### config.mk
export PLATFORM = sky130hd
export DESIGN_NAME = ps2_key_event_ctrl
export DESIGN_NICKNAME = d
export VERILOG_FILES = /design/src/rtl/ps2_key_event_ctrl.sv
export SDC_FILE = /design/constraint.sdc
export NUM_CORES = 1
export LEC_CHECK = 0
export ABC_AREA = 1
export CAP_MARGIN = 20
export CORE_MARGIN = 5
export CORE_UTILIZATION = 55
export CTS_CLUSTER_DIAMETER = 120
export CTS_CLUSTER_SIZE = 25
export DETAILED_ROUTE_END_ITERATION = 7
export HOLD_SLACK_MARGIN = 0.15
export PLACE_DENSITY = 0.79
export SLEW_MARGIN = 20
export SYNTH_ARGS = -nofsm -noshare
export SYNTH_HDL_FRONTEND = slang
export SYNTH_SLANG_ARGS = --single-unit
### constraint.sdc
create_clock -name clk -period 1.72 [get_ports clk]
set_input_delay 0.344 -clock clk [delete_from_list [all_inputs] [get_ports clk]]
set_output_delay 0.344 -clock clk [all_outputs]
set_load 0.005 [all_outputs]
### src/rtl/ps2_key_event_ctrl.sv
// PS/2 scan-byte decoder: folds E0/F0 prefixes into key events, tracks held key,
// shift/caps state, and reports protocol/timeout errors and dropped events.
module ps2_key_event_ctrl #(
    parameter logic [23:0] TIMEOUT = 24'd1_000_000
) (
    input  logic       clk,
    input  logic       clrn,
    input  logic       kbd_valid,
    input  logic [7:0] kbd_code,
    output logic       ev_valid,
    input  logic       ev_ready,
    output logic [7:0] ev_code,
    output logic       ev_ext,
    output logic       ev_break,
    output logic       ev_repeat,
    output logic [7:0] press_cnt,
    output logic       shift,
    output logic       caps,
    output logic       err,
    output logic       ovf,
    input  logic       clr_flags,
    output logic [1:0] state_dbg
);
    // Event handshake: an event transfers on a cycle where ev_valid && ev_ready;
    // ev_* stay stable while ev_valid && !ev_ready.
    typedef enum logic [1:0] {IDLE = 2'd0, EXT = 2'd1, BRK = 2'd2, EXT_BRK = 2'd3} state_t;

    state_t      state, state_nxt;
    logic [23:0] tmo_cnt;
    logic        tmo_hit, done, proto_err;
    logic        done_ext, done_brk, is_press, held_match, is_repeat, drop;
    logic [8:0]  key, held_key;
    logic        held_valid, shift_l, shift_r;

    assign state_dbg = state;
    assign shift     = shift_l | shift_r;

    assign tmo_hit    = (state != IDLE) && !kbd_valid && (tmo_cnt == TIMEOUT - 24'd1);
    assign done_ext   = (state == EXT) || (state == EXT_BRK);
    assign done_brk   = (state == BRK) || (state == EXT_BRK);
    assign key        = {done_ext, kbd_code};
    assign is_press   = done && !done_brk;
    assign held_match = held_valid && (held_key == key);
    assign is_repeat  = is_press && held_match;
    assign drop       = done && ev_valid && !ev_ready;

    always_comb begin
        state_nxt = state;
        done      = 1'b0;
        proto_err = 1'b0;
        if (tmo_hit) begin
            state_nxt = IDLE;
            proto_err = 1'b1;
        end else if (kbd_valid) begin
            if (kbd_code == 8'h00 || kbd_code == 8'hFF) begin
                state_nxt = IDLE;
                proto_err = 1'b1;
            end else if (kbd_code == 8'hE0) begin
                if (state == IDLE || state == EXT) begin
                    state_nxt = EXT;
                end else begin
                    state_nxt = IDLE;
                    proto_err = 1'b1;
                end
            end else if (kbd_code == 8'hF0) begin
                if (state == IDLE) begin
                    state_nxt = BRK;
                end else if (state == EXT) begin
                    state_nxt = EXT_BRK;
                end else begin
                    state_nxt = IDLE;
                    proto_err = 1'b1;
                end
            end else begin
                state_nxt = IDLE;
                done      = 1'b1;
            end
        end
    end

    always_ff @(posedge clk) begin
        if (!clrn) begin
            state      <= IDLE;
            tmo_cnt    <= 24'd0;
            ev_valid   <= 1'b0;
            ev_code    <= 8'h00;
            ev_ext     <= 1'b0;
            ev_break   <= 1'b0;
            ev_repeat  <= 1'b0;
            press_cnt  <= 8'd0;
            held_key   <= 9'd0;
            held_valid <= 1'b0;
            shift_l    <= 1'b0;
            shift_r    <= 1'b0;
            caps       <= 1'b0;
            err        <= 1'b0;
            ovf        <= 1'b0;
        end else begin
            state <= state_nxt;
            // The prefix wait counter only runs while a prefix is pending.
            if (kbd_valid || state_nxt == IDLE) tmo_cnt <= 24'd0;
            else                                tmo_cnt <= tmo_cnt + 24'd1;

            if (done && !drop) begin
                ev_valid  <= 1'b1;
                ev_code   <= kbd_code;
                ev_ext    <= done_ext;
                ev_break  <= done_brk;
                ev_repeat <= is_repeat;
            end else if (ev_valid && ev_ready) begin
                ev_valid <= 1'b0;
            end

            if (is_press && !held_match) begin
                held_key   <= key;
                held_valid <= 1'b1;
                press_cnt  <= press_cnt + 8'd1;
            end else if (done && done_brk && held_match) begin
                held_valid <= 1'b0;
            end

            if (done && !done_ext && kbd_code == 8'h12) shift_l <= !done_brk;
            if (done && !done_ext && kbd_code == 8'h59) shift_r <= !done_brk;
            if (is_press && !is_repeat && !done_ext && kbd_code == 8'h58) caps <= !caps;

            if (proto_err)      err <= 1'b1;
            else if (clr_flags) err <= 1'b0;
            if (drop)           ovf <= 1'b1;
            else if (clr_flags) ovf <= 1'b0;
        end
    end
endmodule

==> results.yml <==
drt:
  totalWireLength_um: 8500
  drc: 0
  vias_per_cell: 5.31
  met1_length_um: 3350
  route.vias.total: 3110
  wl_per_cell_um: 14.5
  final_antenna_net_count: 0
  drt-initial-drc-count: 191
  top_layer: "met4"
  firstDrtPassIters: 5
  dr_wl_met3_um: 614
  met2_wirelength_um: 4210
sta:
  finalCritPeriodShare_pct: 104
  final.setup.tns_ns: -1.29
  rsz0062_at_grt: "true"
  setup_ws_ns: -0.0674
  hold_viol_final: 0
  clock_skew_ns: 0.0127
  slew_violations: 0
  fmaxAchievable_ghz: 0.559
  worst_pin_slew_ns: 0.615
  finalCriticalPeriod_ns: 1.79
  maxSlewHeadroom_pct: 58.6
  setup_viol: 24
cells_and_area:
  final_common_cell: "nand2_1"
  antenna_cells: 0
  fillers: 395
  drive_above_1_share_pct: 21.6
  nNetsFinal: 524
  syn_to_final_growth_pct: 37.3
  final_cell_mix: "68 x nand2_1, 57 x dfxtp_1, 56 x inv_1"
  seqCellArea_um2: 1230
  multi_input_area_um2: 1700
hold_path:
  worstHoldPathType: "flop to flop"
  holdPathStages: 2
critical_path:
  r2r-end: "tmo_cnt[8]"
  cp.required_ns: 1.95
  crit_end: "tmo_cnt[8]"
  path_class: "flop to flop"
  startpoint_type: "flop"
  crit_fanout: 6
  cp-startpoint: "tmo_cnt[1]"
  reg2reg_from: "tmo_cnt[1]"
  rrSetupSlack_ns: -0.07
  critPathCaptureType: "flop"
  reg2reg_depth: 11
  cp.arrival_ns: 2.01
synthesis:
  ys_ff_latch: 61
  synth_cells: 424
  yosysWarnings: 0
  syn_area_per_cell_um2: 7.24
  netlist_area_um2: 3070
  yosys.cell_types.count: 33
  synth_nets: 439
  yosysSeqAreaShare_pct: 39.8
place:
  place.gp.congestion: 0.916
  place_hpwl_um: 5330
  port_buffers: 38
global_route:
  grt_pass1_wl_um: 13300
  grt_max_degree: 27
  grt_usage_pct: 22.6
  antenna_found_initial: 0
  overflow: 0
  grt_pass1_vias: 3008
cts:
  clock_sinks: 61
  cts_tree: "yes"
  clk_path_buf_depth: 2
  numCtsBuffers: 9
  hold_buffers: 0
  clk_pin_slew_ns: 0.07
  h-tree-depth: 3
  worstSkewPairLatency_ns: 0.34
  cts_root_buffer: "clkbuf_8"
floorplan:
  rows: 27
  core_um2: 5470
  io_pins: 39
  dieWidth_um: 84.7
  start_util_pct: 56.1
  dieArea_um2: 7170
  die_y_um: 84.7
power:
  p_per_area_nw_per_um2: 776
  finalPower_uw: 3270
  p_leak_uw: 0.00168
  ir_worst_vdd_v: 0.000623
job:
  maxCapViolCount: 0
run_status:
  failed_checks: "negative setup slack"
  status: "complete, but fails checks"
-- flip-flops by register name, summed over array words and instances (netlist names) --
signal      count
err             1
shift_r         1
tmo_cnt        24
ev_code         8
ev_valid        1
ev_repeat       1
ev_break        1
shift_l         1
held_key        9
held_valid      1
ovf             1
ev_ext          1
press_cnt       8
caps            1
state_dbg       2
-- through the flow --
step	cells	setup WS [ns]	area, um2	hold WS (ns)	utilization [%]
floorplan	424	0.139	3070	0.417	-
global placement	560	-0.362	3760	0.447	68.7
detailed placement	560	-0.418	3760	0.458	68.7
CTS	577	-0.00970	4010	0.469	73.3
global route	586	-0.142	4210	0.488	77.0
finish	586	-0.0674	4210	0.466	77.0
-- synth_stat cells --
cell       n  area (um2)
buf_2      1        5.00
nor3_1     6        30.0
o21ai_4    1        16.3
xor2_1    18         158
nand2_1   71         267
a31oi_1    1        6.26
clkbuf_1   4        15.0
dfxtp_1   61        1220
nand2_4    1        11.3
o21a_1     1        7.51
a21oi_1   29         145
nor3_2     1        10.0
o21ai_0   23         115
inv_1     57         214
buf_4      2        15.0
nand3_1   21         105
nor2_2    18         113
xnor2_1    9        78.8
nor2_4     3        33.8
ha_1       2        25.0
o21ai_1    5        25.0
nand2_2    1        6.26
o21ai_2    1        8.76
nor2_1    57         214
a211oi_2   1        12.5
buf_6      4        45.0
or2_2      1        6.26
nand4_2    1        12.5
nand3_2    2        20.0
inv_2      2        7.51
nand3b_1   1        7.51
nand4_1   13        81.3
nor4_1     5        31.3
-- cell type report --
| class | count | area share, % |
|---|---|---|
| Inverter | 59 | 5.26 |
| Sequential cell | 61 | 29.2 |
| Clock inverter | 4 | 1.66 |
| Clock buffer | 12 | 3.68 |
| Multi-Input combinational cell | 296 | 40.4 |
| Tap cell | 72 | 2.14 |
| Timing Repair Buffer | 82 | 17.7 |
-- critical path, stage by stage, from the launching register on --
cell and delay (ns):
dfxtp_2 0.35, ha_4 0.15, nand2_4 0.05, nor2_4 0.17, nand3_2 0.13, nor3_2 0.21, nand2_2 0.13, nand3_4 0.13
o21ai_4 0.07, buf_12 0.15, nand2_8 0.09, nor2_2 0.04
-- repair_timing --
| action | CTS | global route |
|---|---|---|
| resized for setup | 15 | 29 |
| gates cloned | 1 | 2 |
| hold endpoints to repair | 0 | 0 |
| setup endpoints to repair | 52 | 57 |
| pin swaps | 4 | 15 |
| setup buffers | 0 | 27 |
-- where the power goes --
part | switching (uW) | internal (uW) | total [uW]
Clock | 569 | 891 | 1460
Sequential | 25.5 | 1450 | 1480
Combinational | 173 | 156 | 329
-- cell families after synthesis --
family / Yosys count / share of synthesized area (%)
and+or+nand+nor: 202 / 30.9
buffers and inverters: 70 / 9.82
AOI/OAI and AO/OA: 62 / 11.0
DFF: 61 / 39.8
xor gates and xnor gates: 27 / 7.70
adders and majority gates: 2 / 0.815
-- worst min path at each step --
stage	to	from	slack [ns]
detailed placement	shift_l	shift_l	0.46
global placement	shift_l	shift_l	0.45
global route	shift_l	shift_l	0.49
CTS	shift_l	shift_l	0.47
floorplan	tmo_cnt[0]	tmo_cnt[0]	0.42
finish	ovf	ovf	0.47
-- routing by layer --
| metal | GRT usage (%) | up-vias |
|---|---|---|
| li1 | - | 1526 |
| met1 | 26.1 | 1404 |
| met2 | 39.9 | 143 |
| met3 | 5.40 | 37 |
| met4 | 8.92 | 0 |
| met5 | 0 | - |
No activity file was read; power rests on OpenSTA's default activity.
